<file path="src/rtl/pipe_hazard_ctrl_if.sv">
// Pipeline hazard-control bus between the pipeline datapath and pipe_hazard_ctrl.
//   master : datapath side; drives ID/EX hazard information and md_done,
//            receives the stall/flush/bubble controls and the status/counters.
//   slave  : pipe_hazard_ctrl side.
// CNT_W sets the width of the stall_cnt / flush_cnt performance counters.
interface pipe_hazard_ctrl_if #(
    parameter int unsigned CNT_W = 32
);
    logic [4:0]       id_rs1;
    logic [4:0]       id_rs2;
    logic             id_use_rs1;
    logic             id_use_rs2;
    logic [4:0]       ex_rd;
    logic             ex_memread;
    logic             ex_redirect;
    logic             ex_md_valid;
    logic             md_done;
    logic             pc_stall;
    logic             ifid_stall;
    logic             idex_stall;
    logic             ifid_flush;
    logic             idex_flush;
    logic             exmem_bubble;
    logic             md_start;
    logic             md_err;
    logic [CNT_W-1:0] stall_cnt;
    logic [CNT_W-1:0] flush_cnt;

    modport master (
        output id_rs1, id_rs2, id_use_rs1, id_use_rs2, ex_rd, ex_memread,
               ex_redirect, ex_md_valid, md_done,
        input  pc_stall, ifid_stall, idex_stall, ifid_flush, idex_flush,
               exmem_bubble, md_start, md_err, stall_cnt, flush_cnt
    );

    modport slave (
        input  id_rs1, id_rs2, id_use_rs1, id_use_rs2, ex_rd, ex_memread,
               ex_redirect, ex_md_valid, md_done,
        output pc_stall, ifid_stall, idex_stall, ifid_flush, idex_flush,
               exmem_bubble, md_start, md_err, stall_cnt, flush_cnt
    );
endinterface

</file>
<file path="src/rtl/pipe_hazard_ctrl.sv">
// Central stall/flush sequencer for the 5-stage RV32 pipeline.
//   - Load-use hazard detection on the ID operands (one bubble per hazard).
//   - Sequencing of the multi-cycle mul/div unit in EX, with timeout abort.
//   - Wrong-path flush when EX resolves a PC redirect.
//   - Saturating stall/flush performance counters.
// Ports:
//   clk   : rising-edge clock
//   reset : synchronous, active-high
//   bus   : pipe_hazard_ctrl_if.slave (hazard inputs, control outputs,
//           sticky md_err, stall_cnt / flush_cnt)
// Control outputs are combinational from state and inputs and forced to 0
// while reset is asserted.
module pipe_hazard_ctrl #(
    parameter int unsigned MD_TIMEOUT = 32,
    parameter int unsigned CNT_W      = 32
) (
    input  logic               clk,
    input  logic               reset,
    pipe_hazard_ctrl_if.slave  bus
);
    localparam int unsigned            MD_CNT_W = $clog2(MD_TIMEOUT);
    localparam logic [MD_CNT_W-1:0]    MD_LAST  = MD_CNT_W'(MD_TIMEOUT - 1);

    typedef enum logic [1:0] {
        RUN      = 2'd0,
        MD_WAIT  = 2'd1,
        MD_ABORT = 2'd2
    } state_e;

    state_e              state_q, state_d;
    logic [MD_CNT_W-1:0] md_cnt_q, md_cnt_d;
    logic                md_err_q, md_err_d;
    logic [CNT_W-1:0]    stall_cnt_q, stall_cnt_d;
    logic [CNT_W-1:0]    flush_cnt_q, flush_cnt_d;

    logic lu;
    logic pc_stall, ifid_stall, idex_stall;
    logic ifid_flush, idex_flush, exmem_bubble, md_start;

    assign lu = bus.ex_memread && (bus.ex_rd != 5'd0) &&
                ((bus.id_use_rs1 && (bus.id_rs1 == bus.ex_rd)) ||
                 (bus.id_use_rs2 && (bus.id_rs2 == bus.ex_rd)));

    always_comb begin
        state_d      = state_q;
        md_cnt_d     = md_cnt_q;
        md_err_d     = md_err_q;
        pc_stall     = 1'b0;
        ifid_stall   = 1'b0;
        idex_stall   = 1'b0;
        ifid_flush   = 1'b0;
        idex_flush   = 1'b0;
        exmem_bubble = 1'b0;
        md_start     = 1'b0;

        case (state_q)
            RUN: begin
                if (bus.ex_md_valid) begin
                    md_start     = 1'b1;
                    pc_stall     = 1'b1;
                    ifid_stall   = 1'b1;
                    idex_stall   = 1'b1;
                    exmem_bubble = 1'b1;
                    state_d      = MD_WAIT;
                    md_cnt_d     = MD_CNT_W'(1);
                end else if (bus.ex_redirect) begin
                    // ID holds a wrong-path instruction, so any load-use on it is moot.
                    ifid_flush = 1'b1;
                    idex_flush = 1'b1;
                end else if (lu) begin
                    pc_stall   = 1'b1;
                    ifid_stall = 1'b1;
                    idex_flush = 1'b1;
                end
            end
            MD_WAIT: begin
                if (bus.md_done) begin
                    state_d  = RUN;
                    md_cnt_d = '0;
                end else begin
                    pc_stall     = 1'b1;
                    ifid_stall   = 1'b1;
                    idex_stall   = 1'b1;
                    exmem_bubble = 1'b1;
                    if (md_cnt_q == MD_LAST) begin
                        md_err_d = 1'b1;
                        state_d  = MD_ABORT;
                    end else begin
                        md_cnt_d = md_cnt_q + 1'b1;
                    end
                end
            end
            MD_ABORT: begin
                // Drop the stuck mul/div: bubble EX/MEM and flush ID/EX while the
                // front end holds; idex_flush takes precedence over idex_stall.
                pc_stall     = 1'b1;
                ifid_stall   = 1'b1;
                idex_flush   = 1'b1;
                exmem_bubble = 1'b1;
                state_d      = RUN;
                md_cnt_d     = '0;
            end
            default: begin
                state_d  = RUN;
                md_cnt_d = '0;
            end
        endcase

        if (reset) begin
            pc_stall     = 1'b0;
            ifid_stall   = 1'b0;
            idex_stall   = 1'b0;
            ifid_flush   = 1'b0;
            idex_flush   = 1'b0;
            exmem_bubble = 1'b0;
            md_start     = 1'b0;
        end

        stall_cnt_d = stall_cnt_q;
        if (pc_stall && (stall_cnt_q != '1)) begin
            stall_cnt_d = stall_cnt_q + 1'b1;
        end
        flush_cnt_d = flush_cnt_q;
        if (ifid_flush && (flush_cnt_q != '1)) begin
            flush_cnt_d = flush_cnt_q + 1'b1;
        end
    end

    always_ff @(posedge clk) begin
        if (reset) begin
            state_q     <= RUN;
            md_cnt_q    <= '0;
            md_err_q    <= 1'b0;
            stall_cnt_q <= '0;
            flush_cnt_q <= '0;
        end else begin
            state_q     <= state_d;
            md_cnt_q    <= md_cnt_d;
            md_err_q    <= md_err_d;
            stall_cnt_q <= stall_cnt_d;
            flush_cnt_q <= flush_cnt_d;
        end
    end

    assign bus.pc_stall     = pc_stall;
    assign bus.ifid_stall   = ifid_stall;
    assign bus.idex_stall   = idex_stall;
    assign bus.ifid_flush   = ifid_flush;
    assign bus.idex_flush   = idex_flush;
    assign bus.exmem_bubble = exmem_bubble;
    assign bus.md_start     = md_start;
    assign bus.md_err       = md_err_q;
    assign bus.stall_cnt    = stall_cnt_q;
    assign bus.flush_cnt    = flush_cnt_q;
endmodule

</file>
<file path="src/flat_wrapper.sv">
// flat-port wrapper written by rule: the top's interface ports become plain ports
module pipe_hazard_ctrl_flat 
#(
    parameter int unsigned MD_TIMEOUT = 32,
    parameter int unsigned CNT_W      = 32
)
  (clk, reset, bus_id_rs1, bus_id_rs2, bus_id_use_rs1, bus_id_use_rs2, bus_ex_rd, bus_ex_memread, bus_ex_redirect, bus_ex_md_valid, bus_md_done, bus_pc_stall, bus_ifid_stall, bus_idex_stall, bus_ifid_flush, bus_idex_flush, bus_exmem_bubble, bus_md_start, bus_md_err, bus_stall_cnt, bus_flush_cnt);
  pipe_hazard_ctrl_if #(.CNT_W(CNT_W)) bus_i ();
  input  logic clk;
  input  logic reset;
  input wire logic [$bits(bus_i.id_rs1)-1:0] bus_id_rs1;
  input wire logic [$bits(bus_i.id_rs2)-1:0] bus_id_rs2;
  input wire logic [$bits(bus_i.id_use_rs1)-1:0] bus_id_use_rs1;
  input wire logic [$bits(bus_i.id_use_rs2)-1:0] bus_id_use_rs2;
  input wire logic [$bits(bus_i.ex_rd)-1:0] bus_ex_rd;
  input wire logic [$bits(bus_i.ex_memread)-1:0] bus_ex_memread;
  input wire logic [$bits(bus_i.ex_redirect)-1:0] bus_ex_redirect;
  input wire logic [$bits(bus_i.ex_md_valid)-1:0] bus_ex_md_valid;
  input wire logic [$bits(bus_i.md_done)-1:0] bus_md_done;
  output wire logic [$bits(bus_i.pc_stall)-1:0] bus_pc_stall;
  output wire logic [$bits(bus_i.ifid_stall)-1:0] bus_ifid_stall;
  output wire logic [$bits(bus_i.idex_stall)-1:0] bus_idex_stall;
  output wire logic [$bits(bus_i.ifid_flush)-1:0] bus_ifid_flush;
  output wire logic [$bits(bus_i.idex_flush)-1:0] bus_idex_flush;
  output wire logic [$bits(bus_i.exmem_bubble)-1:0] bus_exmem_bubble;
  output wire logic [$bits(bus_i.md_start)-1:0] bus_md_start;
  output wire logic [$bits(bus_i.md_err)-1:0] bus_md_err;
  output wire logic [$bits(bus_i.stall_cnt)-1:0] bus_stall_cnt;
  output wire logic [$bits(bus_i.flush_cnt)-1:0] bus_flush_cnt;
  assign bus_i.id_rs1 = bus_id_rs1;
  assign bus_i.id_rs2 = bus_id_rs2;
  assign bus_i.id_use_rs1 = bus_id_use_rs1;
  assign bus_i.id_use_rs2 = bus_id_use_rs2;
  assign bus_i.ex_rd = bus_ex_rd;
  assign bus_i.ex_memread = bus_ex_memread;
  assign bus_i.ex_redirect = bus_ex_redirect;
  assign bus_i.ex_md_valid = bus_ex_md_valid;
  assign bus_i.md_done = bus_md_done;
  assign bus_pc_stall = bus_i.pc_stall;
  assign bus_ifid_stall = bus_i.ifid_stall;
  assign bus_idex_stall = bus_i.idex_stall;
  assign bus_ifid_flush = bus_i.ifid_flush;
  assign bus_idex_flush = bus_i.idex_flush;
  assign bus_exmem_bubble = bus_i.exmem_bubble;
  assign bus_md_start = bus_i.md_start;
  assign bus_md_err = bus_i.md_err;
  assign bus_stall_cnt = bus_i.stall_cnt;
  assign bus_flush_cnt = bus_i.flush_cnt;
  pipe_hazard_ctrl #(.MD_TIMEOUT(MD_TIMEOUT), .CNT_W(CNT_W)) u_core (.clk(clk), .reset(reset), .bus(bus_i));
endmodule
</file>
<file path="config.mk">
export PLATFORM = sky130hd
export DESIGN_NAME = pipe_hazard_ctrl_flat
export DESIGN_NICKNAME = d
export VERILOG_FILES = /design/src/rtl/pipe_hazard_ctrl_if.sv /design/src/rtl/pipe_hazard_ctrl.sv /design/src/flat_wrapper.sv
export SDC_FILE = /design/constraint.sdc
export NUM_CORES = 1
export LEC_CHECK = 0
export ABC_AREA = 1
export CAP_MARGIN = 30
export CORE_ASPECT_RATIO = 1.25
export CORE_MARGIN = 4
export CORE_UTILIZATION = 40
export DETAILED_ROUTE_END_ITERATION = 8
export PLACE_DENSITY = 0.68
export SLEW_MARGIN = 20
export SYNTH_ARGS = -nofsm -noshare
export SYNTH_HDL_FRONTEND = slang
export SYNTH_SLANG_ARGS = --single-unit
</file>
<file path="constraint.sdc">
create_clock -name clk -period 3.3 [get_ports clk]
set_input_delay 0.66 -clock clk [delete_from_list [all_inputs] [get_ports clk]]
set_output_delay 0.66 -clock clk [all_outputs]
set_load 0.01 [all_outputs]
</file>
# ---- Word-level counts from Yosys, hierarchy flattened
# Index checks and enable logic that the tools add are counted.
# Widths: inputs -> output; s select.
dict set report totals {
  register_bits 72
  in_bits 23
  wordCells 60
}
dict set report classes {
  addsub 3
  eq_ne 10
  n_mux 29
  bitwise_logic 1
  reduce_logical 12
}
# cell n
set op_table {}
lappend op_table {{$add 32x1->32 const B} 2}
lappend op_table {{$ne 32x32->1 const B} 2}
lappend op_table {{$mux 1} 17}
lappend op_table {{$mux 5} 3}
lappend op_table {{$eq 5x5->1} 2}
lappend op_table {{$pmux 5 s2} 1}
lappend op_table {{$logic_and 1x1->1} 6}
lappend op_table {{$mux 2} 3}
lappend op_table {{$pmux 1 s3} 2}
lappend op_table {{$add 5x1->5 const B} 1}
lappend op_table {{$eq 5x5->1 const B} 1}
lappend op_table {{$reduce_bool 5->1} 1}
lappend op_table {{$pmux 1 s2} 2}
lappend op_table {{$pmux 2 s2} 1}
lappend op_table {{$reduce_and 2->1} 2}
lappend op_table {{$ne 3x2->1 const B} 1}
lappend op_table {{$ne 3x3->1 const B} 1}
lappend op_table {{$reduce_and 3->1} 1}
lappend op_table {{$eq 2x1->1 const B} 1}
lappend op_table {{$eq 2x2->1 const B} 1}
lappend op_table {{$logic_not 2->1} 1}
lappend op_table {{$ne 2x2->1 const B} 1}
lappend op_table {{$logic_or 1x1->1} 1}
lappend op_table {{$not 1->1} 1}

# ---- Depth between registers and ports, before layout
dict set report logic_depth {
  word_depth 10
  mapped_depth 12
}

# ---- Worst setup path before layout
# No wires, ideal clock.
dict set report synth_path {
  path_type {input to output}
  from {input reset}
  to {output bus_pc_stall}
  arrival_time_ns 1.564
  t_required_ns 2.640
  setup_slack_ns 1.076
  path_stages 6
  path_buffers 3
  path_cell_list {clkbuf_1 > nor4_1 > nand3_1 > nand2_2 > buf_4 > buf_4}
}
dict set report synth_via {
  elab_chain_len 1
}
# element line
set synth_lines {}
lappend synth_lines {{start, declared} flat_wrapper.sv:10} ;# input logic reset;
lappend synth_lines {{$mux 1} --}
lappend synth_lines {{end, declared} flat_wrapper.sv:20} ;# output wire logic [$bits(bus_i.pc_stall)-1:0] bus_pc_stall;
# No other way between the ends.

# ---- Worst setup path after layout
dict set report layout_path {
  from {input bus_ex_rd[4]}
  to {output bus_idex_flush}
}
dict set report layout_via {
  elab_chain_len 9
}
# element line
set layout_lines {}
lappend layout_lines {{start, declared} flat_wrapper.sv:15} ;# input wire logic [$bits(bus_i.ex_rd)-1:0] bus_ex_rd;
lappend layout_lines {{$eq 5x5->1, on equally long branches} {pipe_hazard_ctrl.sv:41, pipe_hazard_ctrl.sv:42}}
lappend layout_lines {{$logic_and 1x1->1, on equally long branches} {pipe_hazard_ctrl.sv:41, pipe_hazard_ctrl.sv:42}}
lappend layout_lines {{$logic_or 1x1->1} pipe_hazard_ctrl.sv:41} ;# ((bus.id_use_rs1 && (bus.id_rs1 == bus.ex_rd)) ||
lappend layout_lines {{$logic_and 1x1->1 *} pipe_hazard_ctrl.sv:40} ;# assign lu = bus.ex_memread && (bus.ex_rd != 5'd0) &&
lappend layout_lines {{$mux 1 *} pipe_hazard_ctrl.sv:70} ;# end else if (lu) begin
lappend layout_lines {{$mux 1 *} pipe_hazard_ctrl.sv:66} ;# end else if (bus.ex_redirect) begin
lappend layout_lines {{$mux 1 *} pipe_hazard_ctrl.sv:58} ;# if (bus.ex_md_valid) begin
lappend layout_lines {{$pmux 1 s2 *} pipe_hazard_ctrl.sv:56} ;# case (state_q)
lappend layout_lines {{$mux 1 *} pipe_hazard_ctrl.sv:109} ;# if (reset) begin
lappend layout_lines {{end, declared} flat_wrapper.sv:24} ;# output wire logic [$bits(bus_i.idex_flush)-1:0] bus_idex_flush;
# Mark *: on every way between the ends. The rest lies on a longest branch, timed or not.

==> results.yml <==
place:
  gp_congestion: 0.900
  detailed_place_hpwl_um: 10200
  port_buffers: 94
  dp_slack_ps: 231
timing:
  rsz0062_at_grt: "false"
  final.period_utilization_pct: 92.4
  fin_worst_skew_ps: 9.15
  layout_min_cycle_time_ps: 3050
  fin_ws_ps: 252
  drv_slew: 0
  max_slew_margin_pct: 66.4
  finalSetupTns_ps: 0
  hold_viol_final: 0
  clock.fmax_mhz: 328
  worst_pin_slew_ps: 503
  setup_viol: 0
global_routing:
  grt_pass1_wl_um: 22500
  gr-total-overflow: 0
  grt_pass1_vias: 4716
  grt_usage_pct: 20.0
  antenna_found_initial: 0
  grt_max_degree: 38
power:
  p_total_uw: 2020
  powerDensity_mw_per_mm2: 331
  peakVddDrop_mv: 0.265
  p_leak_uw: 0.00220
critical_path:
  critical_path_required_ps: 2640
  crit_chain: "clkdlybuf4s50_1 > inv_1 > nand2_1 > nand2_1 > nor2_1 > nand3_1 > nand2_1 > nand3_1 > a21oi_1 > clkdlybuf4s50_1"
  critPathSlowestCell: "clkdlybuf4s50_1"
  crit_path_end_kind: "output port"
  path_common_cell: "nand2_1"
  cp-start-kind: "input pin"
  cp_max_fo: 4
  cp.arrival_ps: 2390
  worstSetupPathType: "in2out"
  cpPeakStageDelay_ps: 570
synth:
  yosysSeqAreaShare_pct: 30.1
  ys_ff_latch: 72
  netlist_area_sq_mm: 0.00478
  syn_area_per_cell_sq_um: 6.25
  ys_warn_count: 0
  synth_area_leaders: "dfxtp_1 30%, nand2_1 20%, nor2_1 6.7%"
  syn-num-nets: 792
  yosysTopAreaCell: "dfxtp_1"
  netlist-cell-type-count: 29
  synthCells: 765
  synth_top_cell_area_share_pct: 30.1
clock_network:
  clkLatencyLatePin_ps: 330
  numCtsBuffers: 9
  cts_sinks: 72
  cts_tree: "done"
  root_buffer: "clkbuf_16"
  cts.path.max_buffers: 2
  cts_setup_buffers: 0
  clkTransAtPathRegs_ps: 60
  htree_num_levels: 3
  ctsResizeCount: 0
  ctsHoldBuffers: 0
die:
  fp.dieW_um: 106
  ioPinCount: 95
  num_rows: 44
  initial_core_util_pct: 41.0
  core-area_sq_mm: 0.0117
  dieArea_sq_mm: 0.0138
  die_h_um: 130
route:
  routedWlPerCell_um: 13.4
  via_count: 5030
  wl_met1_um: 5750
  maxUsedRoutingLayer: "met4"
  via_per_inst: 4.96
  wl_met3_um: 570
  drt_iter0_markers: 250
  drcViolationCount: 0
  routed_wl_um: 13600
  antenna_left: 0
  wl_met2_um: 6970
  dr.pass1.iters: 5
worst_hold_path:
  hold_class: "reg2reg"
run_status:
  status: "finished clean"
final_layout:
  drive_gt1_share_pct: 7.03
  n_antenna_cell: 0
  area_delta_synth_final_pct: 27.6
  fill_cells: 1175
  fin_nets: 876
flow_run:
  maxCapViolCount: 0
final timing paths:
path	slack, ps	depth (start not counted)	start	to
worst max-delay path	250	10	bus_ex_rd[4]	bus_idex_flush
worst min-delay path	460	2	u_core.bus.md_err	u_core.bus.md_err
worst max register to register	900	10	u_core.bus.flush_cnt[1]	u_core.bus.flush_cnt[13]
worst min register to register	460	2	u_core.bus.md_err	u_core.bus.md_err
registers in the layout, indices dropped and copies added, names as in the netlist:
register              cells
u_core.md_cnt_q           5
u_core.bus.flush_cnt     32
u_core.bus.stall_cnt     32
u_core.bus.md_err         1
u_core.state_q            2
synth_stat cells (all sizes together):
cell type / instances
nand2: 266
a21oi: 66
nor2: 94
ha: 4
nor3: 33
inv: 72
xnor2: 9
nand3: 52
nand3b: 11
xor2: 33
nor4: 2
dfxtp: 72
o21ai: 12
clkbuf: 11
nand4: 13
buf: 15
metrics by stage:
step                      hold slack [ps]  area [sq um]  utilization [%]  instances
after detailed placement              452          5800             49.7        999
after floorplan                       444          4780                -        765
after global placement                439          5800             49.7        999
after global routing                  487          6100             52.3       1015
final                                 461          6100             52.3       1015
after CTS                             465          6100             52.3       1015
cell type report:
type	count	area, sq um	area share, %
inverter	72	270	4.43
sequential	72	1440	23.6
clock buffer	13	260	4.27
timing repair buffer	99	973	16.0
tap	161	201	3.30
clock inverter	3	40.0	0.656
multi-input combinational	595	2910	47.8
logic make-up (layout without fill, tap and decap cells):
family	count (synthesis)	in the layout	synth area share, %
fa+ha+maj	4	4	1.05
compound gates	78	78	8.95
simple gates	471	471	43.2
flops	72	72	30.1
xor+xnor	42	42	7.69
buf+inv	98	187	8.92
routing by layer:
metal / vias up / track usage, %
li1: 2601 / -
met1: 2258 / 23.8
met2: 145 / 36.4
met3: 26 / 2.97
met4: 0 / 7.77
met5: - / 0
critical path, delay by kind of cell:
| family | cells | cell delay, ps |
|---|---|---|
| AND/OR/NAND/NOR | 6 | 430 |
| AO/OA/AOI/OAI | 1 | 140 |
| buffers and inverters | 3 | 1160 |
power by group:
group / switching, uW / total (uW) / internal [uW] / leakage, uW
clock network: 365 / 989 / 625 / 0.000150
registers: 6.65 / 881 / 874 / 0.000581
logic: 91.1 / 150 / 59.0 / 0.00147
total: 462 / 2020 / 1560 / 0.00220
cell usage in the layout, fill, tap and decap left out:
master,instances
nand2_1,259
clkdlybuf4s50_1,93
nor2_1,85
dfxtp_1,72
inv_1,66
a21oi_1,56
nand3_1,51
xor2_1,33
nor3_1,28
nand4_1,12
o21ai_0,12
nand3b_1,11
a21oi_2,10
xnor2_1,9
clkbuf_16,9
nor2_2,7
inv_2,6
nand2_2,5
buf_4,5
ha_1,4
nor3_2,3
nor2_4,2
nor3_4,2
nand2_4,2
clkinv_2,2
clkbuf_8,2
clkbuf_1,2
nor4_1,1
nand4_2,1
nor4_2,1
nand3_2,1
bufinv_16,1
buf_2,1
Power figures use the tool's default switching activity.
